File: src/rtl/letc_core_pkg.sv
// Core-wide types and constants shared by the LETC core pipeline blocks.
// Register index and data word types live here with the rest of the core
// definitions.
package letc_core_pkg;

    // Architectural register index (x0..x31) and data word.
    typedef logic [4:0]  reg_idx_t;
    typedef logic [31:0] word_t;

    // Source that owns the integer register-file write port in a given cycle.
    typedef enum logic [1:0] {
        RF_WSRC_NONE = 2'd0,
        RF_WSRC_W    = 2'd1,
        RF_WSRC_LLU  = 2'd2
    } rf_wsrc_e;

    // Writeback wins this many buffered-LLU contention cycles in a row before
    // the arbiter forces a writeback stall.
    localparam int unsigned LLU_MAX_DEFER_DEFAULT = 4;

endpackage : letc_core_pkg

File: src/rtl/letc_core_rf_wport_arbiter.sv
// Register-file write port arbiter.
// The in-order writeback stage normally owns the single RF write port. Results
// from the long-latency unit are parked in a 1-entry buffer and written when
// writeback is idle. If writeback keeps the port busy for MAX_DEFER cycles in a
// row, a one-cycle writeback stall is requested so the buffer can drain.
// The buffered result is exposed to the forwarder until it is written.
module letc_core_rf_wport_arbiter
    import letc_core_pkg::*;
#(
    parameter int unsigned MAX_DEFER = LLU_MAX_DEFER_DEFAULT
) (
    input  logic        clk,
    input  logic        rst,

    input  logic        w_rd_we,
    input  logic [4:0]  w_rd_idx,
    input  logic [31:0] w_rd_val,

    input  logic        llu_valid,
    output logic        llu_ready,
    input  logic [4:0]  llu_rd_idx,
    input  logic [31:0] llu_rd_val,

    output logic        w_stall_req,

    output logic        rf_rd_we,
    output logic [4:0]  rf_rd_idx,
    output logic [31:0] rf_rd_val,

    output logic        fwd_valid,
    output logic [4:0]  fwd_rd_idx,
    output logic [31:0] fwd_rd_val
);

    localparam int unsigned CNT_W = $clog2(MAX_DEFER + 1);
    localparam logic [CNT_W-1:0] CNT_MAX = CNT_W'(MAX_DEFER);

    // Holding buffer and starvation counter.
    logic             r_buf_valid;
    reg_idx_t         r_buf_idx;
    word_t            r_buf_val;
    logic [CNT_W-1:0] r_defer_cnt;

    logic     w_llu_accept;
    rf_wsrc_e w_grant;

    // Handshake and forced-stall request; both derive only from registers and
    // LLU inputs, never from the writeback request.
    always_comb begin
        llu_ready    = !r_buf_valid;
        w_llu_accept = llu_valid && !r_buf_valid;
        w_stall_req  = r_buf_valid && (r_defer_cnt == CNT_MAX);
    end

    // Port grant by priority, then steer the selected source onto the RF port.
    always_comb begin
        // NOTE: every output of this block is assigned a default first, so no
        // path through the case leaves a signal unassigned and infers a latch.
        w_grant   = RF_WSRC_NONE;
        rf_rd_we  = 1'b0;
        rf_rd_idx = '0;
        rf_rd_val = '0;

        if (w_stall_req) begin
            w_grant = RF_WSRC_LLU;
        end else if (w_rd_we) begin
            w_grant = RF_WSRC_W;
        end else if (r_buf_valid) begin
            w_grant = RF_WSRC_LLU;
        end

        case (w_grant)
            RF_WSRC_W: begin
                rf_rd_we  = 1'b1;
                rf_rd_idx = w_rd_idx;
                rf_rd_val = w_rd_val;
            end
            RF_WSRC_LLU: begin
                rf_rd_we  = 1'b1;
                rf_rd_idx = r_buf_idx;
                rf_rd_val = r_buf_val;
            end
            default: ;
        endcase
    end

    // The buffer is presented to the forwarder for as long as it is valid,
    // including the cycle it is being written.
    always_comb begin
        fwd_valid  = r_buf_valid;
        fwd_rd_idx = r_buf_idx;
        fwd_rd_val = r_buf_val;
    end

    // Buffer: drain on grant, load on handshake. The two never coincide since
    // the LLU is only accepted while the buffer is empty. Results for x0 are
    // accepted but dropped.
    always_ff @(posedge clk) begin
        // NOTE: state registers use non-blocking assignments so every flop
        // samples the pre-edge values regardless of statement order.
        if (rst) begin
            r_buf_valid <= 1'b0;
            r_buf_idx   <= '0;
            r_buf_val   <= '0;
        end else if (w_grant == RF_WSRC_LLU) begin
            r_buf_valid <= 1'b0;
        end else if (w_llu_accept && (llu_rd_idx != '0)) begin
            r_buf_valid <= 1'b1;
            r_buf_idx   <= llu_rd_idx;
            r_buf_val   <= llu_rd_val;
        end
    end

    // Starvation counter: counts writeback wins against a waiting entry,
    // saturating at MAX_DEFER, and clears once the entry drains or is absent.
    always_ff @(posedge clk) begin
        if (rst) begin
            r_defer_cnt <= '0;
        end else if (!r_buf_valid || (w_grant == RF_WSRC_LLU)) begin
            r_defer_cnt <= '0;
        end else if ((w_grant == RF_WSRC_W) && (r_defer_cnt != CNT_MAX)) begin
            r_defer_cnt <= r_defer_cnt + CNT_W'(1);
        end
    end

    // Interface invariants expected from the hazard unit, scoreboard and LLU.
    a_no_stall_with_we : assert property (@(posedge clk) disable iff (rst)
        !(w_stall_req && w_rd_we));

    a_no_waw : assert property (@(posedge clk) disable iff (rst)
        !(r_buf_valid && w_rd_we && (w_rd_idx == r_buf_idx) && (w_rd_idx != '0)));

    a_llu_stable : assert property (@(posedge clk) disable iff (rst)
        (llu_valid && !llu_ready) |=>
            (llu_valid && $stable(llu_rd_idx) && $stable(llu_rd_val)));

endmodule : letc_core_rf_wport_arbiter

File: config.mk
export PLATFORM = sky130hd
export DESIGN_NAME = letc_core_rf_wport_arbiter
export DESIGN_NICKNAME = d
export VERILOG_FILES = /design/src/rtl/letc_core_pkg.sv /design/src/rtl/letc_core_rf_wport_arbiter.sv
export SDC_FILE = /design/constraint.sdc
export NUM_CORES = 1
export LEC_CHECK = 0
export ABC_AREA = 1
export CORE_AREA = 3 3 90 92
export CTS_CLUSTER_SIZE = 12
export DETAILED_ROUTE_END_ITERATION = 8
export DIE_AREA = 0 0 93 95
export PLACE_DENSITY = 0.76
export SLEW_MARGIN = 20
export SYNTH_ARGS = -nofsm -noshare
export SYNTH_HDL_FRONTEND = slang
export SYNTH_SLANG_ARGS = --single-unit
File: constraint.sdc
create_clock -name clk -period 1.9 [get_ports clk]
set_input_delay 0.38 -clock clk [delete_from_list [all_inputs] [get_ports clk]]
set_output_delay 0.38 -clock clk [all_outputs]
set_load 0.01 [all_outputs]
==> impl_metrics.ini <==
[final_layout]
stdcell_count = 647
diodes = 0
drive_gt1_share_pct = 38.14
layout_common_cells = sky130_fd_sc_hd__clkdlybuf4s50_1 (115), sky130_fd_sc_hd__nand2_1 (96), sky130_fd_sc_hd__a21oi_2 (53)
area_growth_pct = 115.1
final_design_area_no_fill_sq_um = 5210
leading_cell_type_in_the_layout_fill_and_taps_excluded = sky130_fd_sc_hd__clkdlybuf4s50_1
finalNetCount = 629

[route]
detail_route.iter0.violations = 63
detail_route.vias_per_cell = 4.921
detailroute.via_count = 3184
final_antenna_net_count = 0
drt-wirelength-per-cell_microns = 16.17
post-route-drc-count = 0
detail_route.first_pass.iterations = 6
route.final.wire_length_microns = 10460

[logic_synthesis]
synth_xor_area_share_pct = 0
synth-simple-area-share_pct = 37.96
yosys.area.top_type_share_pct = 33.88
ys.warnings.count = 0
post_synth_instance_area_sq_um = 2422
yosysUniqueCellTypes = 19
synth_fp_nets = 451
ys_ff_latch = 41
seq_area_frac_synth_pct = 33.88
yosys-top-cells-area = sky130_fd_sc_hd__dfxtp_1 (34%), sky130_fd_sc_hd__nand2_1 (19%), sky130_fd_sc_hd__a21oi_1 (16%), sky130_fd_sc_hd__nand3b_1 (11%), sky130_fd_sc_hd__nor2_1 (6.5%)
synth_top_cell_by_area = sky130_fd_sc_hd__dfxtp_1
syn_area_per_cell_sq_um = 6.565
dominant_combinational_cell_family_by_area_after_synthesis = simple AND/OR/NAND/NOR gates
post_synth_mux_area_share_pct = 0
synthCells = 369
synth_adder_area_share_pct = 2.066
synth_compound_gate_area_share_pct = 16.01

[worst_setup_path]
start_kind = register
crit_required_ps = 1520
cp_data_arrival_time_ps = 1980
timing.critical_path.fanout_max = 7
crit_slowest_cell = sky130_fd_sc_hd__dfxtp_2
criticalPathCategory = reg -> out
worst_path_largest_cell_delay_ps = 330
worst_path_dominant_cell_family = buffers and inverters
cp_num_buf_inv = 5
cp-end-kind = output port
crit_chain = inv_2, ha_4, nand2_4, a21oi_4, inv_2, ha_4, buf_12, buf_12, a21oi_4, buf_6

[placement]
dp.cells = 610
gp_routability_congestion = 0.7473
io_buffer_count = 155
place.detailed.hpwl_microns = 6329
dpl_cell_area_sq_um = 4454

[sta]
period_needed_ps = 2364
grt_setup_unrepaired = yes
final_hold_slack_ps = 510.3
report.final.setup_viol = 75
timing_worst_slew_pin_value_ps = 378.2
postLayoutSetupSlackWorst_ps = -464.2
fin_worst_skew_ps = 8.620
maxSlewHeadroom_pct = 74.79
layout_worst_path_cycle_share_pct = 124.4
finalMaxSlewViolations = 0
hold_viol_final = 0
max_freq_ghz = 0.4230

[run]
max_cap_viol_count = 0

[die]
initial_core_util_pct = 33.22
core_region_area_sq_um = 7292
fp-row-count = 31
die_width_microns = 93
num_io_pins = 156
design.die.area_sq_um = 8835
die_height_microns = 95

[clock_network]
worst_setup_hold_path_clk_slew_ps = 80
cts_max_level = 2
tritoncts = built
clock_tree.root_cell = sky130_fd_sc_hd__clkbuf_8
ctsLongestPathBuffers = 2
hold_fix_buffers_at_cts = 0
cts_num_sinks = 41
cts_inserted_buffers = 5
clkLatencyLatePin_ps = 300

[power_and_ir_drop]
cellPowerDensity_nw_per_um2 = 580.5
irDropWorstVdd_mv = 0.3593
p_leak_nw = 2.087

[grt]
antenna_found_initial = 0
largest_net_degree_at_the_start_of_global_routing = 47
grtUsageTotal_pct = 22.27
grt_pass1_wl_microns = 15670
grt_overflow_total = 0
number_of_global_route_vias_before_repair = 3221

[run_status]
status = finished, violations left
failed_checks = negative setup slack

[min_path]
worstHoldPathType = reg -> reg
## final timing paths
check	startpoint	to	slack, ps	cells after the start
worst min register to register	fwd_rd_val[3]$_SDFFE_PP0P_	fwd_rd_val[3]$_SDFFE_PP0P_	510	2
worst max-delay path	r_defer_cnt[1]$_SDFFE_PP0P_	rf_rd_idx[1]	-460	10
worst min-delay path	fwd_rd_val[3]$_SDFFE_PP0P_	fwd_rd_val[3]$_SDFFE_PP0P_	510	2
worst max register to register	r_defer_cnt[1]$_SDFFE_PP0P_	fwd_rd_val[0]$_SDFFE_PP0P_	-250	15
## tightest hold or removal path, stage by stage (launching register included)
cell                      delay [ps]
sky130_fd_sc_hd__dfxtp_1         330
sky130_fd_sc_hd__a21oi_2         100
sky130_fd_sc_hd__nor2_1           40
## where the power goes
group / total, mW / internal, mW / switching [mW]
Combinational: 1.40 / 0.793 / 0.610
Clock: 0.576 / 0.254 / 0.322
Sequential: 1.05 / 0.949 / 0.0960
Total: 3.02 / 2.00 / 1.03
## synthesized netlist by cell type, drive strengths merged
library cell and instances:
a211oi 1, a21oi 76, buf 27, clkbuf 4
clkinv 1, dfxtp 41, ha 4, inv 11
nand2 120, nand3 3, nand3b 36, nand4 1
nor2 42, nor3b 2
## cells by family (layout without fill, tap and decap cells)
family,Yosys count,after routing
adder cells (fa/ha/maj),4,4
AO/OA/AOI/OAI,77,77
flip-flops,41,41
buffers and inverters,43,222
AND/OR/NAND/NOR,204,204
## metrics by stage
step	power (mW)	worst slack [ps]	TNS (ps)	utilization, %
finish	3.025	-464.2	-23080	71.45
global route	3.188	-566.4	-31260	71.45
CTS	3.060	-487.9	-25810	70.88
detailed placement	2.154	-854.8	-47780	61.08
global placement	2.130	-817.2	-46100	61.08
floorplan	1.621	3.079	0	-
## flip-flops by register name, indices dropped and copies added (netlist names)
register     cells
r_defer_cnt      3
fwd_rd_val      32
fwd_valid        1
fwd_rd_idx       5
## cell type report
type | instances | area, sq um
clock buffer | 5 | 68.82
sequential | 41 | 823.3
clock inverter | 3 | 17.52
inverter | 12 | 47.55
multi-input combinational | 285 | 1951
fill | 586 | 2082
timing repair buffer | 202 | 2178
tap | 99 | 123.9
## what timing repair did
| item | 4_1_cts | 5_1_grt |
|---|---|---|
| setup buffers | 18 | 5 |
| cloned | 12 | 1 |
| gates resized for setup | 220 | 57 |
| pin swaps | 73 | 36 |
| setup endpoints to repair | 76 | 78 |
## per-layer routing
layer | global-route usage (%) | vias up | part of all wire [%] | wire length, microns
met1 | 23.86 | 1502 | 38 | 4016
met5 | 0 | - | 0 | 0
li1 | - | 1559 | - | -
met2 | 43.49 | 110 | 53 | 5592
met3 | 5.976 | 13 | 7.0 | 727
met4 | 4.640 | 0 | 1.2 | 122
(Power assumes the default switching activity.)
